File: src/rtl/seq101_pkg.sv
// seq101_pkg: state encoding and preamble constants shared by the 101 transmitter and detector bench.
// Revision 1.0
`default_nettype none

package seq101_pkg;

    typedef logic [1:0] state_t;

    localparam state_t ST_IDLE = 2'd0;
    localparam state_t ST_PRE  = 2'd1;
    localparam state_t ST_DATA = 2'd2;
    localparam state_t ST_GAP  = 2'd3;

    localparam logic [2:0] PREAMBLE = 3'b101;
    localparam int         PRE_LEN  = 3;

    // Counter must index the longest phase: max(PRE_LEN, data_w, gap_bits) positions.
    function automatic int cnt_width(input int data_w, input int gap_bits);
        int m;
        m = PRE_LEN;
        if (data_w > m)   m = data_w;
        if (gap_bits > m) m = gap_bits;
        return $clog2(m + 1);
    endfunction

endpackage

`default_nettype wire

File: src/rtl/piso_shift.sv
// piso_shift: parallel-load, shift-left register presenting its MSB as the serial bit.
// Revision 1.0
`default_nettype none

module piso_shift #(
    parameter int W = 8
) (
    input  logic         clk,
    input  logic         rst,
    input  logic         load_i,
    input  logic         shift_i,
    input  logic [W-1:0] din_i,
    output logic         msb_o
);

    logic [W-1:0] sr_q;

    always_ff @(posedge clk) begin
        if (!rst) begin
            sr_q <= '0;
        end else if (load_i) begin
            sr_q <= din_i;
        end else if (shift_i) begin
            sr_q <= sr_q << 1;
        end
    end

    assign msb_o = sr_q[W-1];

endmodule

`default_nettype wire

File: src/rtl/seq101_tx.sv
// seq101_tx: frames a payload word as preamble 101, MSB-first data, then idle-zero gap bits.
// Revision 1.0
`default_nettype none

module seq101_tx
    import seq101_pkg::*;
#(
    parameter int DATA_W   = 8,
    parameter int GAP_BITS = 2
) (
    input  logic              clk,
    input  logic              rst,
    input  logic [DATA_W-1:0] din,
    input  logic              din_valid,
    output logic              din_ready,
    output logic              sout,
    output logic              busy,
    output logic              done
);

    localparam int CNT_W = cnt_width(DATA_W, GAP_BITS);
    localparam logic [CNT_W-1:0] PRE_LAST  = CNT_W'(PRE_LEN - 1);
    localparam logic [CNT_W-1:0] DATA_LAST = CNT_W'(DATA_W - 1);
    localparam logic [CNT_W-1:0] GAP_LAST  = CNT_W'(GAP_BITS - 1);
    localparam logic [CNT_W-1:0] CNT_ONE   = CNT_W'(1);

    state_t           state_q, state_d;
    logic [CNT_W-1:0] cnt_q, cnt_d;
    logic             accept;
    logic             shift_en;
    logic             sr_msb;
    logic [1:0]       pre_idx;

    assign accept = (state_q == ST_IDLE) && din_valid;

    always_comb begin
        state_d  = state_q;
        cnt_d    = cnt_q;
        shift_en = 1'b0;
        case (state_q)
            ST_IDLE: begin
                if (din_valid) begin
                    state_d = ST_PRE;
                    cnt_d   = '0;
                end
            end
            ST_PRE: begin
                if (cnt_q == PRE_LAST) begin
                    state_d = ST_DATA;
                    cnt_d   = '0;
                end else begin
                    cnt_d = cnt_q + CNT_ONE;
                end
            end
            ST_DATA: begin
                shift_en = 1'b1;
                if (cnt_q == DATA_LAST) begin
                    state_d = (GAP_BITS == 0) ? ST_IDLE : ST_GAP;
                    cnt_d   = '0;
                end else begin
                    cnt_d = cnt_q + CNT_ONE;
                end
            end
            ST_GAP: begin
                if (cnt_q == GAP_LAST) begin
                    state_d = ST_IDLE;
                    cnt_d   = '0;
                end else begin
                    cnt_d = cnt_q + CNT_ONE;
                end
            end
            default: begin
                state_d = ST_IDLE;
                cnt_d   = '0;
            end
        endcase
    end

    always_ff @(posedge clk) begin
        if (!rst) begin
            state_q <= ST_IDLE;
            cnt_q   <= '0;
        end else begin
            state_q <= state_d;
            cnt_q   <= cnt_d;
        end
    end

    piso_shift #(.W(DATA_W)) u_piso (
        .clk     (clk),
        .rst     (rst),
        .load_i  (accept),
        .shift_i (shift_en),
        .din_i   (din),
        .msb_o   (sr_msb)
    );

    // Preamble is emitted from its MSB down as the counter advances.
    assign pre_idx = 2'(PRE_LEN - 1) - cnt_q[1:0];

    always_comb begin
        sout = 1'b0;
        case (state_q)
            ST_PRE:  sout = PREAMBLE[pre_idx];
            ST_DATA: sout = sr_msb;
            default: sout = 1'b0;
        endcase
    end

    assign din_ready = (state_q == ST_IDLE);
    assign busy      = (state_q != ST_IDLE);
    assign done      = ((state_q == ST_GAP) && (cnt_q == GAP_LAST)) ||
                       ((GAP_BITS == 0) && (state_q == ST_DATA) && (cnt_q == DATA_LAST));

endmodule

`default_nettype wire

File: config.mk
export PLATFORM = sky130hd
export DESIGN_NAME = seq101_tx
export DESIGN_NICKNAME = d
export VERILOG_FILES = /design/src/rtl/seq101_pkg.sv /design/src/rtl/piso_shift.sv /design/src/rtl/seq101_tx.sv
export SDC_FILE = /design/constraint.sdc
export NUM_CORES = 1
export LEC_CHECK = 0
export BUFFER_PORTS_ARGS = -buffer_cell sky130_fd_sc_hd__buf_4
export CORE_UTILIZATION = 55
export DETAILED_ROUTE_END_ITERATION = 7
export GPL_ROUTABILITY_DRIVEN = 0
export HOLD_SLACK_MARGIN = 0.1
export PLACE_DENSITY = 0.78
export SYNTH_ARGS = -nofsm -noshare
export SYNTH_HDL_FRONTEND = slang
export SYNTH_SLANG_ARGS = --single-unit
export TNS_END_PERCENT = 30
File: constraint.sdc
create_clock -name clk -period 5.7 [get_ports clk]
set_clock_uncertainty 0.1 [all_clocks]
set_input_delay 0.285 -clock clk [delete_from_list [all_inputs] [get_ports clk]]
set_output_delay 0.285 -clock clk [all_outputs]
set_load 0.03 [all_outputs]
Word level (Yosys, flattened, before mapping)
Cells that the tools add are included.
Storage, ports and cells
  flip-flop bits (word level): 14
  output and inout bits: 4
  logic and storage cells: 38
Operators by class
  $add $sub $neg: 2
  magnitude comparators: 1
  equal/unequal tests: 10
  muxes and demuxes: 16
  reductions and logical operators: 6
Operators by type and width (number)
  4-bit two-way mux: 4
  8-bit two-way mux: 2
  4-bit one-hot mux with 4 select lines: 1
  2-bit two-way mux: 4
  2-bit inequality test (second input constant): 4
  2-bit one-hot mux with 4 select lines: 1
  4-bit by 1-bit adder with 4-bit output (second input constant): 1
  2-bit == test (second input constant): 2
  4-bit by 1-bit == test with 1-bit output (second input constant): 1
  4-bit by 2-bit == test with 1-bit output (second input constant): 1
  4-bit by 3-bit == test with 1-bit output (second input constant): 1
  4-bit AND reduction: 1
  2-bit nonzero test: 2
  2-bit by 3-bit < comparator with 1-bit output (second input constant): 1
  1-bit binary-select mux with 2-bit select: 1
  2-bit by 1-bit == test with 1-bit output (second input constant): 1
  1-bit logical AND: 2
  2-bit zero test: 1
  1-bit two-way mux: 2
  1-bit one-hot mux with 2 select lines: 1
  2-bit subtractor (first input constant): 1

Longest topological paths before layout
Gate-level depths: netlist of run 1.
  depth in word-level cells: 4
  mapped depth: 7

Hierarchy
Synthesis of run 1 repeated with hierarchy kept, for this count alone.
Unflattened totals
  cells, all modules: 101
  area, all modules: 958.4 µm²
Modules (own cells, without submodules)
  seq101_tx: instances 1, cells each 66, area an instance 539.3 µm²
  piso_shift: instances 1, cells each 35, area an instance 419.2 µm²

Worst setup path before layout of run 1
No wires, ideal clock.
  path type: register -> register
  start point: reg state_q[0]
  end point: reg cnt_q[2]
  setup time: 70 ps
  arrival: 1821 ps
  required time: 5530 ps
  setup slack: 3709 ps
  stages on the path, launching flop included: 8
  cell sequence: dfxtp_1 inv_1 ha_1 nor2b_1 buf_2 or3b_1 a211o_1 a21boi_1
On the way
  word-level cells in the longest chain between the ends: 2
Ends and longest elaborated chain
  from (decl): RTL line seq101_tx.sv:27  | state_t state_q, state_d;
  from (signal assigned): RTL line seq101_tx.sv:84  | state_q <= state_d;
  2-bit zero test *
  net din_ready: RTL line seq101_tx.sv:15  | output logic din_ready,
  4-bit one-hot mux with 4 select lines or 2-bit inequality test (tied branches)
  to (signal assigned): RTL line seq101_tx.sv:85  | cnt_q <= cnt_d;
  to (decl): RTL line seq101_tx.sv:28  | logic [CNT_W-1:0] cnt_q, cnt_d;
Mark *: on every way through the listed nets, which the timed path passes. The rest lies on a longest branch.
A chain may end at the register's enable or synchronous reset.

Worst setup path after layout of run 1
  start point: reg state_q[0]
  end point: reg state_q[1]
On the way
  word-level cells in the longest chain between the ends: 3
Ends and longest elaborated chain
  2-bit == test, or another cell as far along: RTL line seq101_tx.sv:40  | case (state_q)
  2-bit inequality test (no line)
  4-bit AND reduction (no line)
Several ways; a longest one is shown, not always the timed one.

==> flow_metrics.env, run 1 <==
export IMPL_clk_latency_ns=0.28
export IMPL_synth_seq_cells=14
export IMPL_endpoint_kind="flop"
export IMPL_die_area_um2=1750
export IMPL_track_usage_pct=19.0
export IMPL_synth_top_family_by_area="simple AND/OR/NAND/NOR gates"
export IMPL_synth_distinct_cells=29
export IMPL_post_cts_buffers=0
export IMPL_start_kind="flop"
export IMPL_p_leak_nw=0.481
export IMPL_port_buffer_count=14
export IMPL_clockBufferDepth=2
export IMPL_tritoncts="done"
export IMPL_multi_input_area_um2=552
export IMPL_worstHoldPathCells=2
export IMPL_crit_fanout=12
export IMPL_grt_pass1_vias=647
export IMPL_syn_to_final_growth_pct=16.6
export IMPL_syn_mean_instance_area_um2=9.21
export IMPL_synth_compound_area_share_pct=20.3
export IMPL_synth_common_cells="dfxtp_1, nand2_1, ha_1, mux2i_1, o211a_1"
export IMPL_synth_seq_area_share_pct=32.0
export IMPL_rsz0062_at_grt="no"
export IMPL_die_x_um=41.9
export IMPL_fmax_ghz=0.453
export IMPL_antenna_cells=0
export IMPL_p_per_area_nw_per_um2=464
export IMPL_final_setup_viol_count=0
export IMPL_cp_arrival_ns=2.32
export IMPL_yosys_warnings=0
export IMPL_status="finished clean"
export IMPL_final_layout_size_suffix_gt1_share_pct=20.2
export IMPL_final_max_slew_violation_count=0
export IMPL_grt_pass1_wl_um=2550
export IMPL_clk_pin_slew_ns=0.09
export IMPL_core_rowCount=14
export IMPL_nFillCells=131
export IMPL_synthCells=95
export IMPL_final_hold_violation_count=0
export IMPL_wl_per_cell_um=12.4
export IMPL_regToRegSetupSlack_ns=3.49
export IMPL_synthSimpleGateAreaFrac_pct=22.2
export IMPL_min_from="din[5]"
export IMPL_timing_rr_end="state_q[1]"
export IMPL_grt_max_degree=16
export IMPL_routed_wl_um=1550
export IMPL_core_um2=1490
export IMPL_ant_nets=0
export IMPL_synth_adder_area_share_pct=11.4
export IMPL_hold_ws_ns=0.140
export IMPL_fin_nets=129
export IMPL_synth_edf_count=0
export IMPL_synth_top_area_cell="dfxtp_1"
export IMPL_required_ns=5.82
export IMPL_syn_num_nets=114
export IMPL_syn_cell_area_um2=875
export IMPL_post_route_min_period_ns=2.21
export IMPL_start_util_pct=58.7
export IMPL_cts_root_buf="clkbuf_4"
export IMPL_ys_top_cells_by_area="dfxtp_1, ha_1, mux2i_1, o211a_1, nand2_1"
export IMPL_hold_end="u_piso.sr_q[5]"
export IMPL_die_h_um=41.9
export IMPL_timing_rr_start="state_q[0]"
export IMPL_grt_overflow=0
export IMPL_cts_buffers=3
export IMPL_placed_area_um2=983
export IMPL_cts_resized=0
export IMPL_firstDrtPassIters=4
export IMPL_vias_per_cell=5.62
export IMPL_final_area_um2=1020
export IMPL_io_pins=15
export IMPL_critPathKind="flop to flop"
export IMPL_ys_flop_type="dfxtp_1"
export IMPL_hp_class="input pin to flop"
export IMPL_r2r_cells=6
export IMPL_post_route_util_pct=68.5
export IMPL_regArea_um2=280
export IMPL_synth_mux_area_share_pct=9.16
export IMPL_clkSinkCount=14
export IMPL_grt_antenna_before_repair=0
export IMPL_setup_tns_ns=0
export IMPL_cts_max_level=1
export IMPL_synthArstFlopShare_pct=0
export IMPL_cts_hold_buf=0
export IMPL_synth_top_area_share_pct=32.0
export IMPL_fin_crit_sh_pct=38.8
export IMPL_detailed_place_hpwl_um=1150
export IMPL_drt_iter0_drc=15
export IMPL_maxCapViolCount=0
export IMPL_num_vias=703
export IMPL_postLayoutSetupSlackWorst_ns=3.49
export IMPL_tightest_slew_ns=0.731
export IMPL_drc=0
export IMPL_vdd_drop_max_uv=319
export IMPL_synth_xor_area_share_pct=0
export IMPL_dp_worst_setup_slack_ns=3.51
export IMPL_maxSlewHeadroom_pct=51.1
worst max path at each step:
stage | end | cells after the start | slack [ns] | from
floorplan | cnt_q[2] | 7 | 3.71 | state_q[0]
global placement | state_q[1] | 6 | 3.58 | state_q[0]
detailed placement | state_q[1] | 6 | 3.51 | state_q[0]
CTS | state_q[1] | 6 | 3.49 | state_q[0]
global route | state_q[1] | 6 | 3.37 | state_q[0]
finish | state_q[1] | 6 | 3.49 | state_q[0]
power breakdown:
group | switching (mW) | total (mW) | internal [mW]
sequential | 0.0203 | 0.145 | 0.125
combinational | 0.146 | 0.257 | 0.111
clock | 0.0320 | 0.0708 | 0.0388
layout by cell type (no fill, tap or decap), types with 2 or more instances in the layout:
cell	n
a21boi_0	2
or3b_1	2
clkbuf_4	3
buf_4	14
nand3_1	2
a211o_1	2
a22oi_1	2
dfxtp_1	14
nor2_1	2
nor2b_1	3
nor3_1	2
a21boi_1	2
o211a_1	8
ha_1	8
nand2_1	14
o211ai_1	2
mux2i_1	8
inv_1	7
metal layers:
layer / global-route usage (%) / vias up / share of wire (%)
met3: 3.91 / 2 / 2.6
met1: 23.8 / 321 / 49
met2: 30.0 / 12 / 48
li1: - / 368 / -
met4: 11.0 / 0 / 0.58
met5: 0 / - / 0
worst max-delay path, stage by stage (launching register included):
cell and delay (ns):
dfxtp_1 0.40, inv_1 0.10, ha_1 0.39, or4b_1 0.56
a32o_2 0.32, nor2_4 0.10, mux2i_1 0.17
area by class of cell:
class                      instances  area share [%]
tap                               16            1.96
timing repair buffer              14            10.3
multi-input combinational         70            54.1
sequential                        14            27.5
inverter                           7            2.58
clock buffer                       4            3.56
stage by stage:
step	cells	total power, mW
3_5_place_dp	121	0.402
2_1_floorplan	95	0.345
4_1_cts	125	0.476
3_3_place_gp	121	0.397
6_report	125	0.473
5_1_grt	125	0.508
cell families (layout without fill, tap and decap cells):
group	after synthesis	after routing
simple gates	34	34
compound gates	20	20
flops	14	14
buf+inv	11	25
fa+ha+maj	8	8
mux	8	8
sequential cells by signal (all words and copies together), names as in the netlist:
| register | count |
|---|---|
| cnt_q | 4 |
| state_q | 2 |
| u_piso.sr_q | 8 |
Power figures use the tool's default switching activity.
==> inputs of run 2 (changes only) <==
--- a/config.mk
+++ b/config.mk
@@ -5,12 +5,13 @@
 export SDC_FILE = /design/constraint.sdc
 export NUM_CORES = 1
 export LEC_CHECK = 0
+export ABC_AREA = 1
 export BUFFER_PORTS_ARGS = -buffer_cell sky130_fd_sc_hd__buf_4
-export CORE_UTILIZATION = 55
+export CORE_UTILIZATION = 53
 export DETAILED_ROUTE_END_ITERATION = 7
 export GPL_ROUTABILITY_DRIVEN = 0
 export HOLD_SLACK_MARGIN = 0.1
-export PLACE_DENSITY = 0.78
+export PLACE_DENSITY = 0.76
 export SYNTH_ARGS = -nofsm -noshare
 export SYNTH_HDL_FRONTEND = slang
 export SYNTH_SLANG_ARGS = --single-unit
==> constraint.sdc (replaced) <==
create_clock -name clk -period 2.2 [get_ports clk]
set_clock_uncertainty 0.1 [all_clocks]
set_input_delay 0.11 -clock clk [delete_from_list [all_inputs] [get_ports clk]]
set_output_delay 0.11 -clock clk [all_outputs]
set_load 0.03 [all_outputs]
==> run 2 against run 1 <==
  * Via count grew 22%
  * Critical path depth unchanged
  * Flip-flop and latch count unchanged
  * Clock power grew to 2.6 times the previous value
  * Sequential power increased to 2.6 times the previous value
  * Utilization rose by 11 points
  * Hold slack better by 0.24 ns
  * Register-to-register slack worse by 3.0 ns
  * Global-route usage rose by 7.5 points
  * Synthesized cell count is 22% higher
  * Clock-buffer cell count stayed put
==> flow_metrics.env, run 2 <==
export IMPL_ys_flop_type="dfxtp_1"
export IMPL_synth_edf_count=0
export IMPL_fmax_ghz=0.579
export IMPL_io_pins=15
export IMPL_final_cells=159
export IMPL_antenna_cells=0
export IMPL_core_rowCount=13
export IMPL_synth_xor_area_share_pct=1.06
export IMPL_start_kind="flop"
export IMPL_cts_max_level=1
export IMPL_synthSimpleGateAreaFrac_pct=29.6
export IMPL_layout_common_cells="nand2_1, buf_4, dfxtp_1, nand3_1"
export IMPL_post_cts_buffers=0
export IMPL_synth_adder_area_share_pct=12.1
export IMPL_grt_overflow=0
export IMPL_start_util_pct=59.9
export IMPL_die_h_um=41.5
export IMPL_final_layout_size_suffix_gt1_share_pct=18.1
export IMPL_ant_nets=0
export IMPL_firstDrtPassIters=4
export IMPL_synth_top_area_share_pct=33.8
export IMPL_synth_distinct_cells=20
export IMPL_synthCells=116
export IMPL_fin_crit_sh_pct=78.5
export IMPL_detailed_place_hpwl_um=1340
export IMPL_clockBufferDepth=2
export IMPL_rsz0062_at_grt="no"
export IMPL_largestRegisters="u_piso.sr_q x8, cnt_q x4, state_q x2"
export IMPL_setup_tns_ns=0
export IMPL_yosys_warnings=0
export IMPL_cp_arrival_ns=1.52
export IMPL_post_route_util_pct=79.5
export IMPL_post_route_min_period_ns=1.73
export IMPL_cts_buffers=3
export IMPL_final_area_um2=1100
export IMPL_fin_nets=164
export IMPL_maxCapViolCount=0
export IMPL_drt_iter0_drc=41
export IMPL_worstHoldPathCells=2
export IMPL_final_max_slew_violation_count=0
export IMPL_crit_fanout=10
export IMPL_cts_resized=0
export IMPL_die_x_um=41.5
export IMPL_cts_hold_buf=12
export IMPL_tritoncts="done"
export IMPL_finalPower_mw=1.28
export IMPL_die_area_um2=1720
export IMPL_synth_seq_area_share_pct=33.8
export IMPL_num_vias=857
export IMPL_layout_commonest_cell="nand2_1"
export IMPL_p_leak_nw=0.474
export IMPL_endpoint_kind="primary output"
export IMPL_postLayoutSetupSlackWorst_ns=0.473
export IMPL_hp_class="flop to flop"
export IMPL_syn_num_nets=135
export IMPL_grt_antenna_before_repair=0
export IMPL_synth_top_area_cell="dfxtp_1"
export IMPL_placed_area_um2=943
export IMPL_synth_top_family_by_area="simple AND/OR/NAND/NOR gates"
export IMPL_r2r_cells=5
export IMPL_largest_register="u_piso.sr_q"
export IMPL_track_usage_pct=26.5
export IMPL_routed_wl_um=2000
export IMPL_syn_to_final_growth_pct=32.8
export IMPL_synth_compound_area_share_pct=15.6
export IMPL_clk_latency_ns=0.28
export IMPL_required_ns=1.99
export IMPL_synth_seq_cells=14
export IMPL_critPathKind="flop to primary output"
export IMPL_synth_common_cells="nand2_1, dfxtp_1, nand3_1"
export IMPL_synthArstFlopShare_pct=0
export IMPL_p_per_area_nw_per_um2=1160
export IMPL_placedCellCount=143
export IMPL_grt_max_degree=16
export IMPL_grt_pass1_vias=802
export IMPL_largest_reg_flops=8
export IMPL_wl_per_cell_um=12.6
export IMPL_hold_ws_ns=0.382
export IMPL_drc=0
export IMPL_tightest_slew_ns=0.397
export IMPL_dp_worst_setup_slack_ns=0.558
export IMPL_maxSlewHeadroom_pct=73.5
export IMPL_ys_top_cells_by_area="dfxtp_1, ha_1, nand2_1, nand3_1, o21ai_0"
export IMPL_clk_pin_slew_ns=0.09
export IMPL_final_setup_viol_count=0
export IMPL_status="finished clean"
export IMPL_syn_mean_instance_area_um2=7.14
export IMPL_synth_mux_area_share_pct=0
export IMPL_cts_root_buf="clkbuf_4"
export IMPL_clkSinkCount=14
export IMPL_port_buffer_count=14
export IMPL_grt_pass1_wl_um=3590
export IMPL_vdd_drop_max_uv=965
export IMPL_final_hold_violation_count=0
export IMPL_yosysMostFrequentCell="nand2_1"
export IMPL_vias_per_cell=5.39
export IMPL_syn_cell_area_um2=828
export IMPL_core_um2=1380
run 2: final timing paths:
path	from	slack, ns	to
max	state_q[0]	0.47	sout
min	u_piso.sr_q[6]	0.38	u_piso.sr_q[7]
max reg2reg	state_q[0]	0.50	u_piso.sr_q[0]
min reg2reg	u_piso.sr_q[6]	0.38	u_piso.sr_q[7]
run 2: per-layer routing:
metal  up-vias  global-route usage [%]  share of wire [%]
met1       386                    36.3                 47
met4         0                    9.68               0.60
li1        436                       -                  -
met3         2                    5.22                5.5
met5         -                       0                  0
met2        33                    41.3                 47
run 2: logic make-up (layout without fill, tap and decap cells):
group / after synthesis / count (layout)
and+or+nand+nor: 53 / 53
buffers and inverters: 16 / 44
adders and majority gates: 8 / 8
AOI/OAI and AO/OA: 24 / 24
xor gates and xnor gates: 1 / 1
DFF: 14 / 14
run 2: layout make-up:
| type | instances | area, um2 |
|---|---|---|
| inverter | 13 | 48.8 |
| clock buffer | 4 | 36.3 |
| sequential | 14 | 280 |
| fill | 106 | 283 |
| timing repair buffer | 27 | 233 |
| tap | 15 | 18.8 |
| multi-input combinational | 86 | 483 |
run 2: critical path: stages, from the launching register on:
cell and delay, ns:
dfxtp_1 0.35, inv_1 0.11, ha_1 0.18, buf_4 0.18, nand2_1 0.08, a21oi_1 0.15
buf_4 0.18
run 2: report_power, final:
| group | internal (mW) | switching (mW) | leakage, nW | total (mW) |
|---|---|---|---|---|
| Clock | 0.101 | 0.0842 | 0.0210 | 0.185 |
| Combinational | 0.266 | 0.457 | 0.338 | 0.723 |
| Sequential | 0.321 | 0.0500 | 0.115 | 0.371 |
| Total | 0.688 | 0.591 | 0.474 | 1.28 |
